File: config.mk
export PLATFORM = sky130hd
export DESIGN_NAME = ksa_swap_fsm_flat
export DESIGN_NICKNAME = d
export VERILOG_FILES = /design/src/rtl/ksa_swap_fsm_if.sv /design/src/rtl/ksa_swap_fsm.sv /design/src/flat_wrapper.sv
export SDC_FILE = /design/constraint.sdc
export NUM_CORES = 1
export LEC_CHECK = 0
export CORE_ASPECT_RATIO = 1.4
export CORE_MARGIN = 10
export CORE_UTILIZATION = 40
export CTS_BUF_LIST = sky130_fd_sc_hd__clkbuf_16
export CTS_CLUSTER_DIAMETER = 60
export CTS_CLUSTER_SIZE = 28
export DETAILED_ROUTE_END_ITERATION = 10
export GPL_TIMING_DRIVEN = 0
export PLACE_DENSITY = 0.65
export SYNTH_ARGS = -nofsm -noshare
export SYNTH_HDL_FRONTEND = slang
export SYNTH_SLANG_ARGS = --single-unit
File: constraint.sdc
create_clock -name clk -period 3.2 [get_ports clk]
set_clock_uncertainty 0.2 [all_clocks]
set_input_delay 0.64 -clock clk [delete_from_list [all_inputs] [get_ports clk]]
set_output_delay 0.64 -clock clk [all_outputs]
set_load 0.05 [all_outputs]
File: src/rtl/ksa_swap_fsm_if.sv
// s-memory port and start/done handshake of the RC4 key-scheduling stage.
// master = the swap FSM, slave = top-level mux / memory side.
interface ksa_swap_fsm_if;
    logic        start;
    logic [23:0] secret_key;
    logic [7:0]  q;
    logic [7:0]  address;
    logic [7:0]  data;
    logic        wren;
    logic        busy;
    logic        done;

    modport master (
        input  start, secret_key, q,
        output address, data, wren, busy, done
    );

    modport slave (
        output start, secret_key, q,
        input  address, data, wren, busy, done
    );
endinterface

File: src/rtl/ksa_swap_fsm.sv
// RC4 key-scheduling stage: for i=0..255, j += s[i] + key[i mod 3]; swap s[i], s[j].
// Optional build macro KSA_SAME_INDEX_SKIP_EN skips the read/swap when the new j equals i.
module ksa_swap_fsm #(
    parameter int RD_WAIT = 1
) (
    input  logic           clk,
    input  logic           reset_n,
    ksa_swap_fsm_if.master bus
);
    localparam logic [2:0] S_IDLE   = 3'd0;
    localparam logic [2:0] S_RD_I   = 3'd1;
    localparam logic [2:0] S_CALC_J = 3'd2;
    localparam logic [2:0] S_RD_J   = 3'd3;
    localparam logic [2:0] S_WR_I   = 3'd4;
    localparam logic [2:0] S_WR_J   = 3'd5;
    localparam logic [2:0] S_DONE   = 3'd6;

    localparam logic [7:0] WAIT_LAST = 8'(RD_WAIT);
    localparam logic [7:0] I_LAST    = 8'hFF;

    logic [2:0] state_r, state_s;
    logic [7:0] i_r, i_s, j_r, j_s, si_r, si_s, sj_r, sj_s;
    logic [1:0] ksel_r, ksel_s, ksel_inc_s;
    logic [7:0] wcnt_r, wcnt_s;
    logic [7:0] address_r, address_s, data_r, data_s;
    logic       wren_r, wren_s, busy_r, done_r;
    logic [7:0] key_byte_s, j_calc_s;

    // Key byte selection (i mod 3 tracked by a wrapping 2-bit counter) and new j.
    always_comb begin
        case (ksel_r)
            2'd0:    key_byte_s = bus.secret_key[23:16];
            2'd1:    key_byte_s = bus.secret_key[15:8];
            2'd2:    key_byte_s = bus.secret_key[7:0];
            default: key_byte_s = 8'h00;
        endcase
        if (ksel_r == 2'd2) begin
            ksel_inc_s = 2'd0;
        end else begin
            ksel_inc_s = ksel_r + 2'd1;
        end
        j_calc_s = j_r + si_r + key_byte_s;
    end

    // Next-state and next-output decode; outputs are registered from these values.
    always_comb begin
        state_s   = state_r;
        i_s       = i_r;
        j_s       = j_r;
        si_s      = si_r;
        sj_s      = sj_r;
        ksel_s    = ksel_r;
        wcnt_s    = wcnt_r;
        address_s = address_r;
        data_s    = data_r;
        wren_s    = 1'b0;
        case (state_r)
            S_IDLE: begin
                address_s = 8'h00;
                if (bus.start) begin
                    i_s     = 8'h00;
                    j_s     = 8'h00;
                    ksel_s  = 2'd0;
                    wcnt_s  = 8'h00;
                    state_s = S_RD_I;
                end else begin
                    state_s = S_IDLE;
                end
            end
            S_RD_I: begin
                address_s = i_r;
                if (wcnt_r == WAIT_LAST) begin
                    si_s    = bus.q;
                    wcnt_s  = 8'h00;
                    state_s = S_CALC_J;
                end else begin
                    wcnt_s  = wcnt_r + 8'd1;
                end
            end
            S_CALC_J: begin
                j_s = j_calc_s;
`ifdef KSA_SAME_INDEX_SKIP_EN
                if (j_calc_s == i_r) begin
                    if (i_r == I_LAST) begin
                        address_s = 8'h00;
                        state_s   = S_DONE;
                    end else begin
                        i_s       = i_r + 8'd1;
                        ksel_s    = ksel_inc_s;
                        address_s = i_r + 8'd1;
                        state_s   = S_RD_I;
                    end
                end else begin
                    address_s = j_calc_s;
                    state_s   = S_RD_J;
                end
`else
                address_s = j_calc_s;
                state_s   = S_RD_J;
`endif
            end
            S_RD_J: begin
                address_s = j_r;
                if (wcnt_r == WAIT_LAST) begin
                    // sj and the WR_I write data are both taken from the same q sample.
                    sj_s      = bus.q;
                    wcnt_s    = 8'h00;
                    address_s = i_r;
                    data_s    = bus.q;
                    wren_s    = 1'b1;
                    state_s   = S_WR_I;
                end else begin
                    wcnt_s    = wcnt_r + 8'd1;
                end
            end
            S_WR_I: begin
                address_s = j_r;
                data_s    = si_r;
                wren_s    = 1'b1;
                state_s   = S_WR_J;
            end
            S_WR_J: begin
                if (i_r == I_LAST) begin
                    address_s = 8'h00;
                    state_s   = S_DONE;
                end else begin
                    i_s       = i_r + 8'd1;
                    ksel_s    = ksel_inc_s;
                    address_s = i_r + 8'd1;
                    state_s   = S_RD_I;
                end
            end
            S_DONE: begin
                address_s = 8'h00;
                if (bus.start) begin
                    state_s = S_DONE;
                end else begin
                    state_s = S_IDLE;
                end
            end
            default: begin
                address_s = 8'h00;
                state_s   = S_IDLE;
            end
        endcase
    end

    // State, datapath and output registers.
    always_ff @(posedge clk or negedge reset_n) begin
        if (!reset_n) begin
            state_r   <= S_IDLE;
            i_r       <= 8'h00;
            j_r       <= 8'h00;
            si_r      <= 8'h00;
            sj_r      <= 8'h00;
            ksel_r    <= 2'd0;
            wcnt_r    <= 8'h00;
            address_r <= 8'h00;
            data_r    <= 8'h00;
            wren_r    <= 1'b0;
            busy_r    <= 1'b0;
            done_r    <= 1'b0;
        end else begin
            state_r   <= state_s;
            i_r       <= i_s;
            j_r       <= j_s;
            si_r      <= si_s;
            sj_r      <= sj_s;
            ksel_r    <= ksel_s;
            wcnt_r    <= wcnt_s;
            address_r <= address_s;
            data_r    <= data_s;
            wren_r    <= wren_s;
            busy_r    <= (state_s != S_IDLE) && (state_s != S_DONE);
            done_r    <= (state_s == S_DONE);
        end
    end

    assign bus.address = address_r;
    assign bus.data    = data_r;
    assign bus.wren    = wren_r;
    assign bus.busy    = busy_r;
    assign bus.done    = done_r;
endmodule
File: src/flat_wrapper.sv
// flat-port wrapper written by rule: the top's interface ports become plain ports
module ksa_swap_fsm_flat 
#(
    parameter int RD_WAIT = 1
)
  (clk, reset_n, bus_start, bus_secret_key, bus_q, bus_address, bus_data, bus_wren, bus_busy, bus_done);
  ksa_swap_fsm_if bus_i ();
  input  logic clk;
  input  logic reset_n;
  input wire logic [$bits(bus_i.start)-1:0] bus_start;
  input wire logic [$bits(bus_i.secret_key)-1:0] bus_secret_key;
  input wire logic [$bits(bus_i.q)-1:0] bus_q;
  output wire logic [$bits(bus_i.address)-1:0] bus_address;
  output wire logic [$bits(bus_i.data)-1:0] bus_data;
  output wire logic [$bits(bus_i.wren)-1:0] bus_wren;
  output wire logic [$bits(bus_i.busy)-1:0] bus_busy;
  output wire logic [$bits(bus_i.done)-1:0] bus_done;
  assign bus_i.start = bus_start;
  assign bus_i.secret_key = bus_secret_key;
  assign bus_i.q = bus_q;
  assign bus_address = bus_i.address;
  assign bus_data = bus_i.data;
  assign bus_wren = bus_i.wren;
  assign bus_busy = bus_i.busy;
  assign bus_done = bus_i.done;
  ksa_swap_fsm #(.RD_WAIT(RD_WAIT)) u_core (.clk(clk), .reset_n(reset_n), .bus(bus_i));
endmodule
### After elaboration in Yosys (flattened, before gate mapping)

Index checks and enable logic that the tools add are counted.

| storage, ports and cells | value |
|---|---|
| register bits after elaboration | 56 |
| word-level logic and storage cells | 69 |

| cells by class | value |
|---|---|
| add/subtract/negate cells | 5 |
| eq/ne operators | 15 |
| mux-type cells | 24 |
| reduce and logical (&&, ||, !) cells | 14 |

Operator list:

| kind | number |
|---|---|
| $pmux 8 s2 | 4 |
| $mux 8 | 6 |
| $pmux 8 s5 | 1 |
| $pmux 8 s3 | 1 |
| $pmux 3 s7 | 1 |
| $add 8x1->8 const B | 2 |
| $add 8x8->8 | 2 |
| $eq 3x3->1 const B | 4 |
| $mux 3 | 4 |
| $eq 8x1->1 const B | 1 |
| $eq 8x8->1 const B | 1 |
| $reduce_and 2->1 | 4 |
| $reduce_bool 2->1 | 4 |
| $eq 3x2->1 const B | 2 |
| $mux 2 | 3 |
| $ne 2x2->1 const B | 2 |
| $pmux 2 s2 | 1 |
| $eq 3x1->1 const B | 1 |
| $logic_not 3->1 | 1 |
| $ne 3x3->1 const B | 1 |
| $reduce_and 3->1 | 1 |
| $reduce_bool 3->1 | 1 |
| $add 2x1->2 const B | 1 |
| $eq 2x1->1 const B | 1 |
| other kinds (7) | 8 |

### Logic depth before layout (Yosys ltp)

Gate-level depths: netlist of run 1.

| logic depth | value |
|---|---|
| depth in word-level cells | 5 |
| depth in mapped cells | 12 |
| mapped depth without buffers | 11 |

### Worst setup path before layout of run 1

No wires, ideal clock.

| path | value |
|---|---|
| path type | reg-to-reg |
| start point | reg u_core.ksel_r[1] |
| end point | reg u_core.address_r[7], in the netlist u_core.bus.address[7] |
| setup time | 0.136 ns |
| data arrival time | 2.883 ns |
| data required time | 2.864 ns |
| setup slack | -0.019 ns |
| cell stages (with the launch flop) | 12 |
| period minus slack after synthesis | 3.219 ns |
| cell sequence | dfrtp_1 -> clkbuf_1 -> mux2i_1 -> o21ai_0 -> fa_1 -> ha_1 -> fa_1 -> a211oi_1 -> o21bai_1 -> a21oi_1 -> xnor2_1 -> o21ai_0 |

| between the ends | value |
|---|---|
| cells in the longest elaborated chain, start to end | 4 |
| elaborated cells on any way between the ends | 6 |

RTL lines:

| element | line | text |
|---|---|---|
| start, declared | ksa_swap_fsm.sv:23 | `logic [1:0] ksel_r, ksel_s, ksel_inc_s;` |
| start signal, assigned | ksa_swap_fsm.sv:169 | `ksel_r <= ksel_s;` |
| $eq 2x2->1, or another cell as far along | ksa_swap_fsm.sv:31 | `case (ksel_r)` |
| $pmux 8 s3 * | ksa_swap_fsm.sv:31 |  |
| $add 8x8->8 * | ksa_swap_fsm.sv:42 | `j_calc_s = j_r + si_r + key_byte_s;` |
| $pmux 8 s5 * | ksa_swap_fsm.sv:57 | `case (state_r)` |
| named net u_core.address_s[7] | ksa_swap_fsm.sv:25 | `logic [7:0] address_r, address_s, data_r, data_s;` |
| end signal, assigned | ksa_swap_fsm.sv:171 | `address_r <= address_s;` |
| end, declared | ksa_swap_fsm.sv:25 |  |

Mark *: on every way through the listed nets, which the timed path passes. The rest lies on a longest branch.
A chain may end at the register's enable or synchronous reset.

### Worst setup path after layout of run 1

| path | value |
|---|---|
| start point | in bus_secret_key[9] |
| end point | reg u_core.address_r[5], in the netlist u_core.bus.address[5] |

| between the ends | value |
|---|---|
| cells in the longest elaborated chain, start to end | 3 |

RTL lines:

| element | line | text |
|---|---|---|
| start, declared | flat_wrapper.sv:11 | `input wire logic [$bits(bus_i.secret_key)-1:0] bus_secret_key;` |
| $pmux 8 s3 | ksa_swap_fsm.sv:31 |  |
| $add 8x8->8 | ksa_swap_fsm.sv:42 |  |
| $pmux 8 s5 | ksa_swap_fsm.sv:57 |  |
| named net u_core.address_s[5] | ksa_swap_fsm.sv:25 |  |

The timed path passes the listed nets, and every way through them passes these cells.

==> metrics list, run 1 <==
* Total count of max-transition violations in the final report: 0
- The detail route stage leaves a number of antenna-violating nets equal to 0.
* Register clock-pin slew on the reported worst setup and hold paths: 70 ps
* Cell variety after synth: 53
* Unrepaired setup endpoints after global routing: no
- Critical Path End Type: flop
- Placed cell count: 469
- Area growth syn-to-layout: 29.0%
* Number of input and output port buffers inserted: 53
- The floorplan step defined a die boundary enclosing 0.0120 sq mm.
* Critical-path cell with the highest stage delay: sky130_fd_sc_hd__fa_1
* Met3 layer usage reported by global route: 2.57%
- Final antenna diode count: 0
* Worst Path Buf+Inv: 1
- The number of clock buffers added by TritonCTS is 5.
- The number of hold violations in the final report is 0.
* Ratio of total power to cell area: 1110 mW/mm^2
- For this run, the top clock speed supported by timing is 326 MHz.
- Walking the worst path, the cells encountered are clkdlybuf4s50_1, nand2_1, o21ai_1, fa_1, ha_4, fa_2, a21o_1, a211o_1, o211ai_1, nand3_1.
- Share of the clock period used by the worst path after layout: 95.9%
- Proportion of power drawn by combinational gates: 62.4%
* Starting Density: 41.0%
* Arrival @ worst endpoint: 3010 ps
- Post-synthesis cell type with the largest combined area: sky130_fd_sc_hd__dfrtp_1
- Summing all non-filler instances in the final layout gives an area of 0.00410 sq mm.
* Initial antenna violation count: 0
- Detail-routed via count per cell: 5.44
- Final HPWL from detailed placement: 6140 microns
* Seq/Total Area, Yosys: 44.1%
* Max H-tree Level: 2
* Sink count of the clock tree: 56
- NumNets Final: 432
* Data required, critical path: 3140 ps
* Setup slack at placement: -555 ps
- CTS Buffer Depth: 2
- First-pass GRT wire length: 13300 microns
- For the pin with the worst max-slew slack, the measured transition is 1050 ps.
- Non-Filler Instances: 481
- Critical path type: in2reg
* Number of hold-repair buffers added at the cts stage: 0
* IR drop worst, VDD: 0.000594 V
- TritonCTS built the clock tree.
* Run status: finished, final reports clean
- The synthesized design contains 56 register bits.
- In this run the static leakage power is 1.82 nW.
- DRC Markers: 0
- Detailed routing inserted a total of 2617 vias.
- The core region is 0.00775 sq mm.
- Post-synth top area share: 44.1%
- Each instance of the synthesized netlist takes up on average 10.1 sq um.
- Worst Setup Start Kind: primary input
- After detailed routing, the total wire length is 8030 microns.
- Rel. slew slack: 29.9%
- On the critical path the largest part of the delay comes from adder cells.
- Detailed Route Iter0 Violations: 143
- Top fanout value on the critical path: 3
- In this run switching power makes up 44.8% of total power.
* GR Layer Usage met1: 15.6%
- X dimension of the die: 95.3 microns
* Clock Root Buffer: sky130_fd_sc_hd__clkbuf_16
- Worst hold-check path type: in2async
- Total setup violations reported at the end of the flow: 0
- Share of final-layout standard cells stronger than drive strength 1: 11.8%
* Least setup slack across all paths after layout: 131 ps
- In this run the most used layer during global routing was met2.
* Overall routing resource usage: 13.8%
* Weighted congestion reported at the end of routability-driven placement: 0.918
* Routing usage on met2: 24.3%
- Sequential cells account for 25.8% of the total power.
- Die Ht: 125 microns
* Placement Rows: 38
- The smallest clock period supported by the final layout is computed as 3070 ps.
- After global routing the overflow that remains totals 0.
- First-pass iteration count of the detailed router: 4
- In this run the cell area of the synthesized design comes to 0.00318 sq mm.
- After detailed routing, the average wire length per cell comes to 16.7 microns.
- The tool flagged a number of max-cap violations equal to 0.
- Vias in the first global route: 2781
* Syn nets: 367
- Cells taking the most area after synthesis: sky130_fd_sc_hd__dfrtp_1 44%, sky130_fd_sc_hd__o21ai_0 5.5%, sky130_fd_sc_hd__nand2_1 5.4%
- I/O pins: 54
- Counting every instance in the synthesized netlist gives 315.
* Share of flip-flops with an asynchronous set or reset: 100%
* Number of warnings issued by yosys: 0
- Net Switching: 2.03 mW
* Clock latency on the worst-skew pair: 290 ps
- Pin count of the biggest net entering global routing: 31
- Clock Power Share: 11.8%
- Internal power: 2.50 mW
- Post-synth EDFFs: 0
- In the synthesized netlist the dominant register cell turns out to be sky130_fd_sc_hd__dfrtp_1.
* Placement-stage cell area: 0.00385 sq mm
- In this design, the stage delay of the slowest critical-path cell is 470 ps.
cell families after synthesis:
logic type               share of synthesized area [%]
XOR/XNOR                                          2.20
multiplexers                                      9.13
adder cells (fa/ha/maj)                           8.58
AND/OR/NAND/NOR                                   15.6
buffers and inverters                             2.68
flip-flops                                        44.1
AO/OA/AOI/OAI                                     17.7
sequential cells by signal, summed over array words and instances, names as in the netlist:
name	count
u_core.bus.busy	1
u_core.j_r	8
u_core.i_r	8
u_core.bus.wren	1
u_core.ksel_r	2
u_core.bus.done	1
u_core.wcnt_r	8
u_core.si_r	8
u_core.state_r	3
u_core.bus.data	8
u_core.bus.address	8
layout by cell type, fill, tap and decap left out, types with 5 or more instances in the layout:
cell type and n:
sky130_fd_sc_hd__nand3_1 7, sky130_fd_sc_hd__nor2_1 20, sky130_fd_sc_hd__mux2i_1 16, sky130_fd_sc_hd__ha_1 6
sky130_fd_sc_hd__nand4_1 5, sky130_fd_sc_hd__dfrtp_1 56, sky130_fd_sc_hd__xnor2_1 5, sky130_fd_sc_hd__a21oi_1 14
sky130_fd_sc_hd__clkdlybuf4s50_1 48, sky130_fd_sc_hd__clkbuf_16 5, sky130_fd_sc_hd__nand2_1 46, sky130_fd_sc_hd__mux2_4 8
sky130_fd_sc_hd__clkbuf_1 5, sky130_fd_sc_hd__o21ai_0 28, sky130_fd_sc_hd__fa_1 6, sky130_fd_sc_hd__buf_6 5
sky130_fd_sc_hd__o21ai_1 8
power groups by stage:
stage / clock [mW] / combinational [mW] / sequential, mW
after detailed placement: 0 / 2.48 / 1.18
after CTS: 0.550 / 2.68 / 1.17
final: 0.537 / 2.83 / 1.17
after floorplan: 0 / 1.61 / 1.37
after global placement: 0 / 2.42 / 1.18
after global routing: 0.581 / 3.15 / 1.20
layout make-up:
| class | instances | area (sq um) |
|---|---|---|
| Sequential cell | 56 | 1400 |
| Inverter | 3 | 11.3 |
| Buffer | 13 | 85.1 |
| Tap cell | 100 | 125 |
| Clock inverter | 3 | 15.0 |
| Fill cell | 704 | 3650 |
| Clock buffer | 5 | 125 |
| Multi-Input combinational cell | 243 | 1760 |
| Timing Repair Buffer | 58 | 582 |
path summary, 6_finish.rpt:
kind	startpoint	to	slack [ps]	cells after the start
max in group asynchronous	reset_n	u_core.i_r[1]$_DFFE_PN0P_	2070	2
worst max register to register	u_core.ksel_r[1]$_DFFE_PN0P_	u_core.bus.address[6]$_DFF_PN0_	210	11
worst min-delay path	reset_n	u_core.wcnt_r[5]$_DFFE_PN0P_	160	1
worst min register to register	u_core.wcnt_r[7]$_DFFE_PN0P_	u_core.wcnt_r[7]$_DFFE_PN0P_	340	1
min in group clk	u_core.wcnt_r[7]$_DFFE_PN0P_	u_core.wcnt_r[7]$_DFFE_PN0P_	340	1
worst max-delay path	bus_secret_key[9]	u_core.bus.address[5]$_DFF_PN0_	130	10
Yosys cell counts, types with 3 or more instances:
cell	count
sky130_fd_sc_hd__o21ai_0	35
sky130_fd_sc_hd__a21oi_1	16
sky130_fd_sc_hd__mux2i_1	17
sky130_fd_sc_hd__mux2_4	8
sky130_fd_sc_hd__o31ai_1	3
sky130_fd_sc_hd__xnor2_1	6
sky130_fd_sc_hd__ha_1	9
sky130_fd_sc_hd__and3_1	3
sky130_fd_sc_hd__buf_6	3
sky130_fd_sc_hd__inv_1	3
sky130_fd_sc_hd__fa_1	8
sky130_fd_sc_hd__clkbuf_1	6
sky130_fd_sc_hd__o211ai_1	3
sky130_fd_sc_hd__nand2b_1	3
sky130_fd_sc_hd__nand2_1	46
sky130_fd_sc_hd__nand3_1	7
sky130_fd_sc_hd__a31oi_1	3
sky130_fd_sc_hd__nor2_1	20
sky130_fd_sc_hd__dfrtp_1	56
sky130_fd_sc_hd__a21o_1	4
sky130_fd_sc_hd__nor2b_1	4
sky130_fd_sc_hd__nand4_1	5
repair_timing:
item / CTS / global route
pin swaps: 12 / 14
hold endpoints to repair: 0 / 0
buffers inserted: 3 / 1
setup endpoints to repair: 6 / 6
gates resized for setup: 15 / 15
metrics by stage:
| step | utilization [%] | setup TNS, ps | hold slack [ps] | total power [mW] |
|---|---|---|---|---|
| global route | 52.9 | 0 | 195 | 4.94 |
| detailed placement | 49.7 | -2810 | 328 | 3.67 |
| CTS | 52.2 | 0 | 179 | 4.40 |
| finish | 52.9 | 0 | 163 | 4.54 |
| floorplan | - | 0 | 144 | 2.98 |
| global placement | 49.5 | -30420 | 311 | 3.60 |
layer usage:
metal | wire length, microns | share of wire, % | vias up
met5 | 0 | 0 | -
met1 | 3280 | 41 | 1282
met4 | 192 | 2.4 | 0
li1 | - | - | 1272
met2 | 4220 | 53 | 52
met3 | 343 | 4.3 | 11
Note: power is estimated with default switching activity, not from simulation.
==> run 2: changes to the inputs <==
--- a/config.mk
+++ b/config.mk
@@ -5,6 +5,7 @@
 export SDC_FILE = /design/constraint.sdc
 export NUM_CORES = 1
 export LEC_CHECK = 0
+export CAP_MARGIN = 0
 export CORE_ASPECT_RATIO = 1.4
 export CORE_MARGIN = 10
 export CORE_UTILIZATION = 40
==> results of run 2 <==
Final layout, timing and power as in run 1 (identical DEF).
==> run 3: changes to the inputs <==
--- a/config.mk
+++ b/config.mk
@@ -15,6 +15,7 @@
 export DETAILED_ROUTE_END_ITERATION = 10
 export GPL_TIMING_DRIVEN = 0
 export PLACE_DENSITY = 0.65
+export SLEW_MARGIN = 20
 export SYNTH_ARGS = -nofsm -noshare
 export SYNTH_HDL_FRONTEND = slang
 export SYNTH_SLANG_ARGS = --single-unit
==> run 3 against run 2 <==
Sequential share of layout area about the same. Cell count unchanged. Hold slack better by 24 ps. Sequential cell count unchanged. Sequential power about the same. Via count up 0.73%. Fmax up 1.0%.
==> metrics list, run 3 (synthesized netlist as in run 1, its figures left out) <==
- The first TritonRoute pass finished after 5 iterations.
* Arrival @ worst endpoint: 3000 ps
* Total setup violations reported at the end of the flow: 0
* Total power draw: 4.49 mW
* Starting Density: 41.0%
* Share of the clock period used by the worst path after layout: 95.0%
- Run status: finished, final reports clean
- Die Ht: 125 microns
- Routed vias: 2636
* Least setup slack across all paths after layout: 161 ps
- The analysis attributes to cell leakage a power of 1.84 nW.
* Placement Rows: 38
- Finished layout cell area: 0.00410 sq mm
- STA classifies the critical path startpoint as a primary input.
- Most used cells in the layout excluding fill and tap cells: 56 x sky130_fd_sc_hd__dfrtp_1, 46 x sky130_fd_sc_hd__nand2_1, 46 x sky130_fd_sc_hd__clkdlybuf4s50_1
- Max-cap violations: 0
* Least-Margin Pin Slew: 1070 ps
- After detailed placement, the total cell area comes to 0.00383 sq mm.
- Total Wirelength: 8090 microns
- During placement, the flow inserted port buffers numbering 53.
- IR drop worst, VDD: 0.000579 V
- TritonCTS built the clock tree.
* Total count of max-transition violations in the final report: 0
- Along the worst path, the maximum fanout reaches 3.
- Setup slack at placement: -557 ps
- For this run, global-route usage on met3 was measured as 2.57%.
- In this run the power density over the cells is 1090 mW/mm^2.
- Area growth syn-to-layout: 29.0%
* Pin count of the biggest net entering global routing: 57
- In this run the worst setup path begins at bus_secret_key[0].
- CTS placed an instance of sky130_fd_sc_hd__clkbuf_16 at the clock tree root.
- Max H-tree Level: 2
- Register clock-pin slew on the reported worst setup and hold paths: 70 ps
- Final HPWL from detailed placement: 5990 microns
- In the routed layout, each cell is associated on average with a via count of 5.48.
- Post-DRT Antenna Nets: 0
- Of the cells placed in the final design, the portion with a size suffix greater than 1 is 12.3%.
- Vias in the first global route: 2684
* CTS Buffer Depth: 2
- In this run the tightest slew margin relative to its limit is 28.5%.
- GR Layer Usage met1: 16.2%
- Tmin final: 3040 ps
- Hold timing on the final database bottoms out at a slack of 188 ps.
- After global routing the overflow that remains totals 0.
- Critical Path End Type: flop
- The number of antenna violations at the first check in global routing is 0.
- Unrepaired setup endpoints after global routing: yes
* DRC Markers: 0
- Final antenna diode count: 0
- The tightest min-delay check is of the in2async type.
- The critical path is of the in2reg type.
- Die Outline Area: 0.0120 sq mm
* Reg2reg setup slack: 190 ps
* Data required, critical path: 3160 ps
- Fmax: 329 MHz
* Weighted congestion reported at the end of routability-driven placement: 0.918
* Core ar.: 0.00775 sq mm
* Endpoint of the lowest-slack register-to-register path: u_core.bus.address[7]$_DFF_PN0_
* NumNets Final: 432
- The clock reaches the later pin of the worst-skew pair after 290 ps.
- For met2 alone, demand over resource in global routing was 24.1%.
- I/O pins: 54
- Counting cells, the worst reg-to-reg path comes to 12.
* Count of endpoints failing hold in the final timing report: 0
* Sink count of the clock tree: 56
- In this run the critical register-to-register path is launched from u_core.ksel_r[1]$_DFFE_PN0P_.
- The library cell used most frequently in the layout, excluding fill and tap cells, is sky130_fd_sc_hd__dfrtp_1.
* Peak-usage layer in the global routing report: met2
- First-pass GRT wire length: 13100 microns
* Routed wire per std cell: 16.8 microns
- Clock tree synthesis inserted a total of 5 buffers.
- Detailed Route Iter0 Violations: 175
* X dimension of the die: 95.3 microns
- Overall routing resource usage: 13.7%
run 3: cell types whose count changed in the layout (fill, tap and decap cells not counted), moves of 2 or more:
cell / previous run / this run
sky130_fd_sc_hd__o21ai_1: 8 / 5
sky130_fd_sc_hd__buf_4: 3 / 5
sky130_fd_sc_hd__clkdlybuf4s50_1: 48 / 46
sky130_fd_sc_hd__dlymetal6s2s_1: 2 / 4
sky130_fd_sc_hd__mux2i_1: 16 / 14
sky130_fd_sc_hd__mux2i_2: 1 / 3
sky130_fd_sc_hd__o21ai_2: 1 / 3
run 3: layout make-up:
| class | instances | area, sq um |
|---|---|---|
| clock buffer | 5 | 125 |
| timing repair buffer | 58 | 577 |
| clock inverter | 3 | 15.0 |
| buffer | 13 | 86.3 |
| inverter | 3 | 11.3 |
| multi-input combinational | 243 | 1760 |
| tap | 100 | 125 |
| sequential | 56 | 1400 |
| fill | 705 | 3650 |
run 3: per-layer routing:
layer | share of wire (%) | wire length, microns | up-vias
li1 | - | - | 1273
met1 | 41 | 3330 | 1299
met2 | 53 | 4300 | 54
met3 | 4.3 | 346 | 10
met4 | 1.5 | 121 | 0
met5 | 0 | 0 | -
run 3: worst max-delay path by stage:
stage	slack, ps	to
6_report	160	u_core.bus.address[7]$_DFF_PN0_
5_1_grt	-4	u_core.bus.address[7]$_DFF_PN0_
4_1_cts	10	u_core.bus.address[6]$_DFF_PN0_
3_5_place_dp	-560	u_core.bus.address[7]$_DFF_PN0_
3_3_place_gp	-540	u_core.bus.address[7]$_DFF_PN0_
2_1_floorplan	140	u_core.bus.address[7]$_DFF_PN0_
run 3: stage by stage:
| step | instances | setup TNS, ps | utilization [%] |
|---|---|---|---|
| 3_3_place_gp | 468 | -30420 | 49.5 |
| 6_report | 481 | 0 | 52.9 |
| 4_1_cts | 479 | 0 | 51.9 |
| 3_5_place_dp | 468 | -2710 | 49.5 |
| 5_1_grt | 481 | -3.63 | 52.9 |
| 2_1_floorplan | 315 | 0 | - |
run 3: repair_timing:
item	CTS	global route
setup buffers	3	3
hold buffers	0	0
gates resized for setup	14	20
pin swaps	12	11
endpoints found under the setup margin	6	6
run 3: power breakdown:
part           leakage, nW  switching, mW  total, mW  internal (mW)
registers            0.711          0.220       1.17          0.948
logic                 1.07           1.55       2.79           1.24
clock network       0.0687          0.246      0.531          0.285
run 3: worst max-delay path: stages:
cell                              delay (ps)
sky130_fd_sc_hd__clkdlybuf4s50_1         390
sky130_fd_sc_hd__mux2i_1                 170
sky130_fd_sc_hd__o21ai_2                  80
sky130_fd_sc_hd__fa_2                    380
sky130_fd_sc_hd__ha_4                    170
sky130_fd_sc_hd__fa_2                    370
sky130_fd_sc_hd__a211oi_2                230
sky130_fd_sc_hd__o21bai_1                100
sky130_fd_sc_hd__a21oi_1                 170
sky130_fd_sc_hd__xnor2_1                 180
sky130_fd_sc_hd__o21ai_1                 110
==> edit 1 (flow settings as in run 2) <==
The option `KSA_SAME_INDEX_SKIP_EN` is turned on by a define.
--- a/src/rtl/ksa_swap_fsm.sv
+++ b/src/rtl/ksa_swap_fsm.sv
@@ -1,5 +1,7 @@
 // RC4 key-scheduling stage: for i=0..255, j += s[i] + key[i mod 3]; swap s[i], s[j].
 // Optional build macro KSA_SAME_INDEX_SKIP_EN skips the read/swap when the new j equals i.
+`define KSA_SAME_INDEX_SKIP_EN
+
 module ksa_swap_fsm #(
     parameter int RD_WAIT = 1
 ) (
Behaviour: not the same (Yosys sat finds a counterexample within 10 cycles, from zero or initial values and one cycle with reset_n low).
==> edit 1 against run 2 <==
The run now ends with negative setup slack left; count of clock-buffer cells in the layout unchanged; routed wire length rose by 24%; design area is 18% higher; total power is 41% higher; largest power group unchanged; sequential power decreased by 5%; area after synthesis is 10% higher; setup slack lost 1200 ps; sequential cell count is the same; hold slack worse by 85 ps; critical path type is now flip-flop to flip-flop.
==> edit 1: results (changes against run 2) <==
final worst slack = -1090 ps (was 131 ps)
post-synthesis mux area share = 8.28% (was 9.13%)
P_leak = 0.00216 uW (was 0.00182 uW)
Final setup viols = 23 (was 0)
syn_nets = 427 (was 367)
metal2 WL = 5330 um (was 4220 um)
Slowest Stage Delay on Critical Path = 610 ps (was 470 ps)
Synth Area in Adders = 7.78% (was 8.58%)
Max rail drop VDD = 0.857 mV (was 0.594 mV)
top post-synthesis cells by count = 56 x dfrtp_1, 41 x o21ai_0, 35 x nand2_1 (was 56 x dfrtp_1, 46 x nand2_1, 35 x o21ai_0)
Mapped Cells = 375 (was 315)
sequential cell area fraction in the yosys report = 40.0% (was 44.1%)
Vias/cell = 5.54 (was 5.44)
pre-CTS setup slack = -1820 ps (was -555 ps)
Post-Synth XOR/XNOR Area = 5.89% (was 2.20%)
First-pass DRT Iterations = 5 (was 4)
slowest CP cell = fa_2 (was fa_1)
status = finished with violations (was completed)
top cells by area, synth = dfrtp_1 40%, o21ai_0 5.9%, mux2i_1 5.7%, fa_1 4.6%, xnor2_1 4.2% (was dfrtp_1 44%, o21ai_0 5.5%, nand2_1 5.4%, mux2i_1 5.4%, fa_1 5.0%)
Worst Path Max Fanout = 5 (was 3)
fin nets = 512 (was 432)
fin cells = 566 (was 481)
Critical Path Source = u_core.ksel_r[1] (was bus_secret_key[9])
share of cells above drive strength 1 = 20.8% (was 11.8%)
routed wl met3 = 374 um (was 343 um)
TNS Setup = -21920 ps (was 0 ps)
Placer Congestion = 0.889 (was 0.918)
overall routing resource usage = 15.1% (was 13.8%)
wl on met1 = 3820 um (was 3280 um)
Placed Cells = 534 (was 469)
final wirelength = 9930 um (was 8030 um)
drt first-iter violations = 189 (was 143)
Worst slew margin = 40.9% (was 29.9%)
violated checks = negative setup slack
dpl cell area = 4190 um^2 (was 3850 um^2)
vias in the first global route = 3265 (was 2781)
==> edit 1: cell count changes after synthesis, moves of 5 or more <==
cell,run 2,this run
inv_1,3,30
nand3_1,7,12
mux2_4,8,0
o21ai_0,35,41
nand2_1,46,35
xnor2_1,6,17
and3_1,3,9
o22ai_1,1,6
a21o_1,4,9
mux2_2,0,8
==> edit 1: per-layer routing <==
metal	up-vias	global-route usage (%)
li1	1479	-
met1	1544	16.2
met2	86	28.1
met3	29	2.73
met4	0	6.76
met5	-	0
==> edit 1: what timing repair did <==
action,CTS,global route
endpoints found under the setup margin,26,26
endpoints found under the hold margin,0,0
pin swaps,19,22
gates resized for setup,44,42
buffers inserted,21,6
==> edit 1: worst register-to-register path, delay by kind of cell, from the launching register on <==
kind	cells	cell delay [ps]
fa+ha+maj	3	1280
simple gates	3	930
compound gates	4	630
buf+inv	3	420
flops	1	370
mux	1	230
xor+xnor	1	110
==> edit 1: report_power, final <==
| group | internal (uW) | switching (uW) |
|---|---|---|
| Clock | 364 | 253 |
| Combinational | 2130 | 2540 |
| Sequential | 942 | 169 |
==> edit 1: area by class of cell <==
type	count	area (um^2)
Fill cell	749	3720
Multi-Input combinational cell	274	2190
Sequential cell	56	1400
Timing Repair Buffer	79	773
Tap cell	105	131
Clock buffer	5	125
Inverter	30	113
Buffer	14	73.8
Clock inverter	3	37.5
==> edit 1: how the worst min path moves through the flow <==
stage / start / end / slack [ps] / cells after the start
after floorplan: reset_n / u_core.bus.address[0] / 140 / 0
after global placement: u_core.bus.data[2] / u_core.bus.data[2] / 270 / 2
after detailed placement: u_core.bus.data[5] / u_core.bus.data[5] / 270 / 2
after CTS: reset_n / u_core.bus.data[3] / 90 / 1
after global routing: reset_n / u_core.si_r[4] / 90 / 1
final: reset_n / u_core.bus.data[3] / 80 / 1
==> edit 2 (settings of run 2) <==
Without the edit above. Take the reset off `address_r` and load it in a clocked block of its own.
--- a/src/rtl/ksa_swap_fsm.sv
+++ b/src/rtl/ksa_swap_fsm.sv
@@ -155,7 +155,6 @@
             sj_r      <= 8'h00;
             ksel_r    <= 2'd0;
             wcnt_r    <= 8'h00;
-            address_r <= 8'h00;
             data_r    <= 8'h00;
             wren_r    <= 1'b0;
             busy_r    <= 1'b0;
@@ -168,12 +167,15 @@
             sj_r      <= sj_s;
             ksel_r    <= ksel_s;
             wcnt_r    <= wcnt_s;
-            address_r <= address_s;
             data_r    <= data_s;
             wren_r    <= wren_s;
             busy_r    <= (state_s != S_IDLE) && (state_s != S_DONE);
             done_r    <= (state_s == S_DONE);
         end
+    end
+
+    always_ff @(posedge clk) begin
+        address_r <= address_s;
     end
 
     assign bus.address = address_r;
Function: differs if reset_n is asserted again (counterexample within 10 cycles, from zero or initial values and one cycle with reset_n low); with reset_n held inactive, the same outputs for 10 cycles.
==> edit 2 against run 2 <==
Area after synthesis shrank 1.3%; sequential cell count did not move; global-route usage shrank 0.40 points; routed wire length is 0.76% lower; setup slack worse by 11 ps; first-iteration DRC count up 10%; design area is 0.43% higher; cell count up 1.7%; total power grew 0.85%; die area is 1.0% lower; largest power group unchanged.
==> edit 2: results (changes against run 2) <==
status = completed (unchanged)
post-synth cell types = 54 (was 53)
P_leak = 0.00184 uW (was 0.00182 uW)
Max rail drop VDD = 0.674 mV (was 0.594 mV)
# fillers = 711 (was 704)
pre-CTS setup slack = -554 ps (was -555 ps)
r2r setup slk = 120 ps (was 210 ps)
crit path capture = u_core.bus.address[7] (was u_core.bus.address[5])
vias in the first global route = 2601 (was 2781)
final wirelength = 7970 um (was 8030 um)
top cells by area, synth = dfrtp_1 38%, o21ai_0 5.6%, nand2_1 5.5%, mux2i_1 5.4%, dfxtp_1 5.1% (was dfrtp_1 44%, o21ai_0 5.5%, nand2_1 5.4%, mux2i_1 5.4%, fa_1 5.0%)
sequential cell area fraction in the yosys report = 43.4% (was 44.1%)
overall routing resource usage = 13.4% (was 13.8%)
met1 usage = 16.1% (was 15.6%)
min Tclk post-route = 3080 ps (was 3070 ps)
post-detail-place hpwl = 6030 um (was 6140 um)
WHS = 46.2 ps (was 163 ps)
largest net degree at the start of global routing = 36 (was 31)
Vias/cell = 5.33 (was 5.44)
Worst slew margin = 37.2% (was 29.9%)
drt first-iter violations = 158 (was 143)
metal2 WL = 4110 um (was 4220 um)
Critical Path Source = u_core.ksel_r[1] (was bus_secret_key[9])
Placer Congestion = 0.855 (was 0.918)
met3 usage = 3.08% (was 2.57%)
top post-synthesis cells by count = 48 x dfrtp_1, 46 x nand2_1, 35 x o21ai_0 (was 56 x dfrtp_1, 46 x nand2_1, 35 x o21ai_0)
Worst Path Max Fanout = 9 (was 3)
met2 Use GR = 22.7% (was 24.3%)
wl on met1 = 3350 um (was 3280 um)
worst reg2reg path depth = 12 (was 11)
[edit 2: changes by cell type in the layout (fill, tap and decap cells not counted), moves of 2 or more]
cell      before  now
dfrtp_1       56   48
dfxtp_1        0    8
clkinv_4       0    2
a21oi_2        2    0
a21oi_1       14   16
buf_4          3   12
[edit 2: per-stage QoR]
step	cell area (um^2)	total power [uW]	utilization, %	instances
final	4120	4580	53.5	489
after global placement	3800	3580	49.3	468
after detailed placement	3810	3640	49.5	469
after floorplan	3140	2980	-	315
after global routing	4120	4940	53.5	489
after CTS	4000	4360	51.9	480
[edit 2: area by class of cell]
| class | count | share of cell area, % |
|---|---|---|
| inverter | 3 | 0.273 |
| clock inverter | 3 | 0.638 |
| timing repair buffer | 66 | 15.5 |
| buffer | 13 | 2.10 |
| sequential | 56 | 33.0 |
| clock buffer | 5 | 3.04 |
| tap | 100 | 3.04 |
| multi-input combinational | 243 | 42.3 |
[edit 2: repair_timing]
action,4_1_cts,5_1_grt
pin swaps,10,10
resized for setup,14,16
setup buffers,3,9
setup endpoints to repair,5,5
hold endpoints to repair,0,0
[edit 2: power breakdown]
| part | internal, uW | switching [uW] | total [uW] |
|---|---|---|---|
| Sequential | 947 | 208 | 1150 |
| Clock | 296 | 268 | 565 |
| Combinational | 1310 | 1550 | 2860 |
| Total | 2550 | 2020 | 4580 |
[edit 2: cell families (layout without fill, tap and decap cells)]
group / Yosys count / in the layout / synth area share [%]
and+or+nand+nor: 104 / 104 / 15.8
xor gates and xnor gates: 8 / 8 / 2.23
adders and majority gates: 17 / 17 / 8.69
DFF: 56 / 56 / 43.4
AOI/OAI and AO/OA: 89 / 89 / 17.9
muxes: 25 / 25 / 9.25
buffers and inverters: 16 / 90 / 2.71
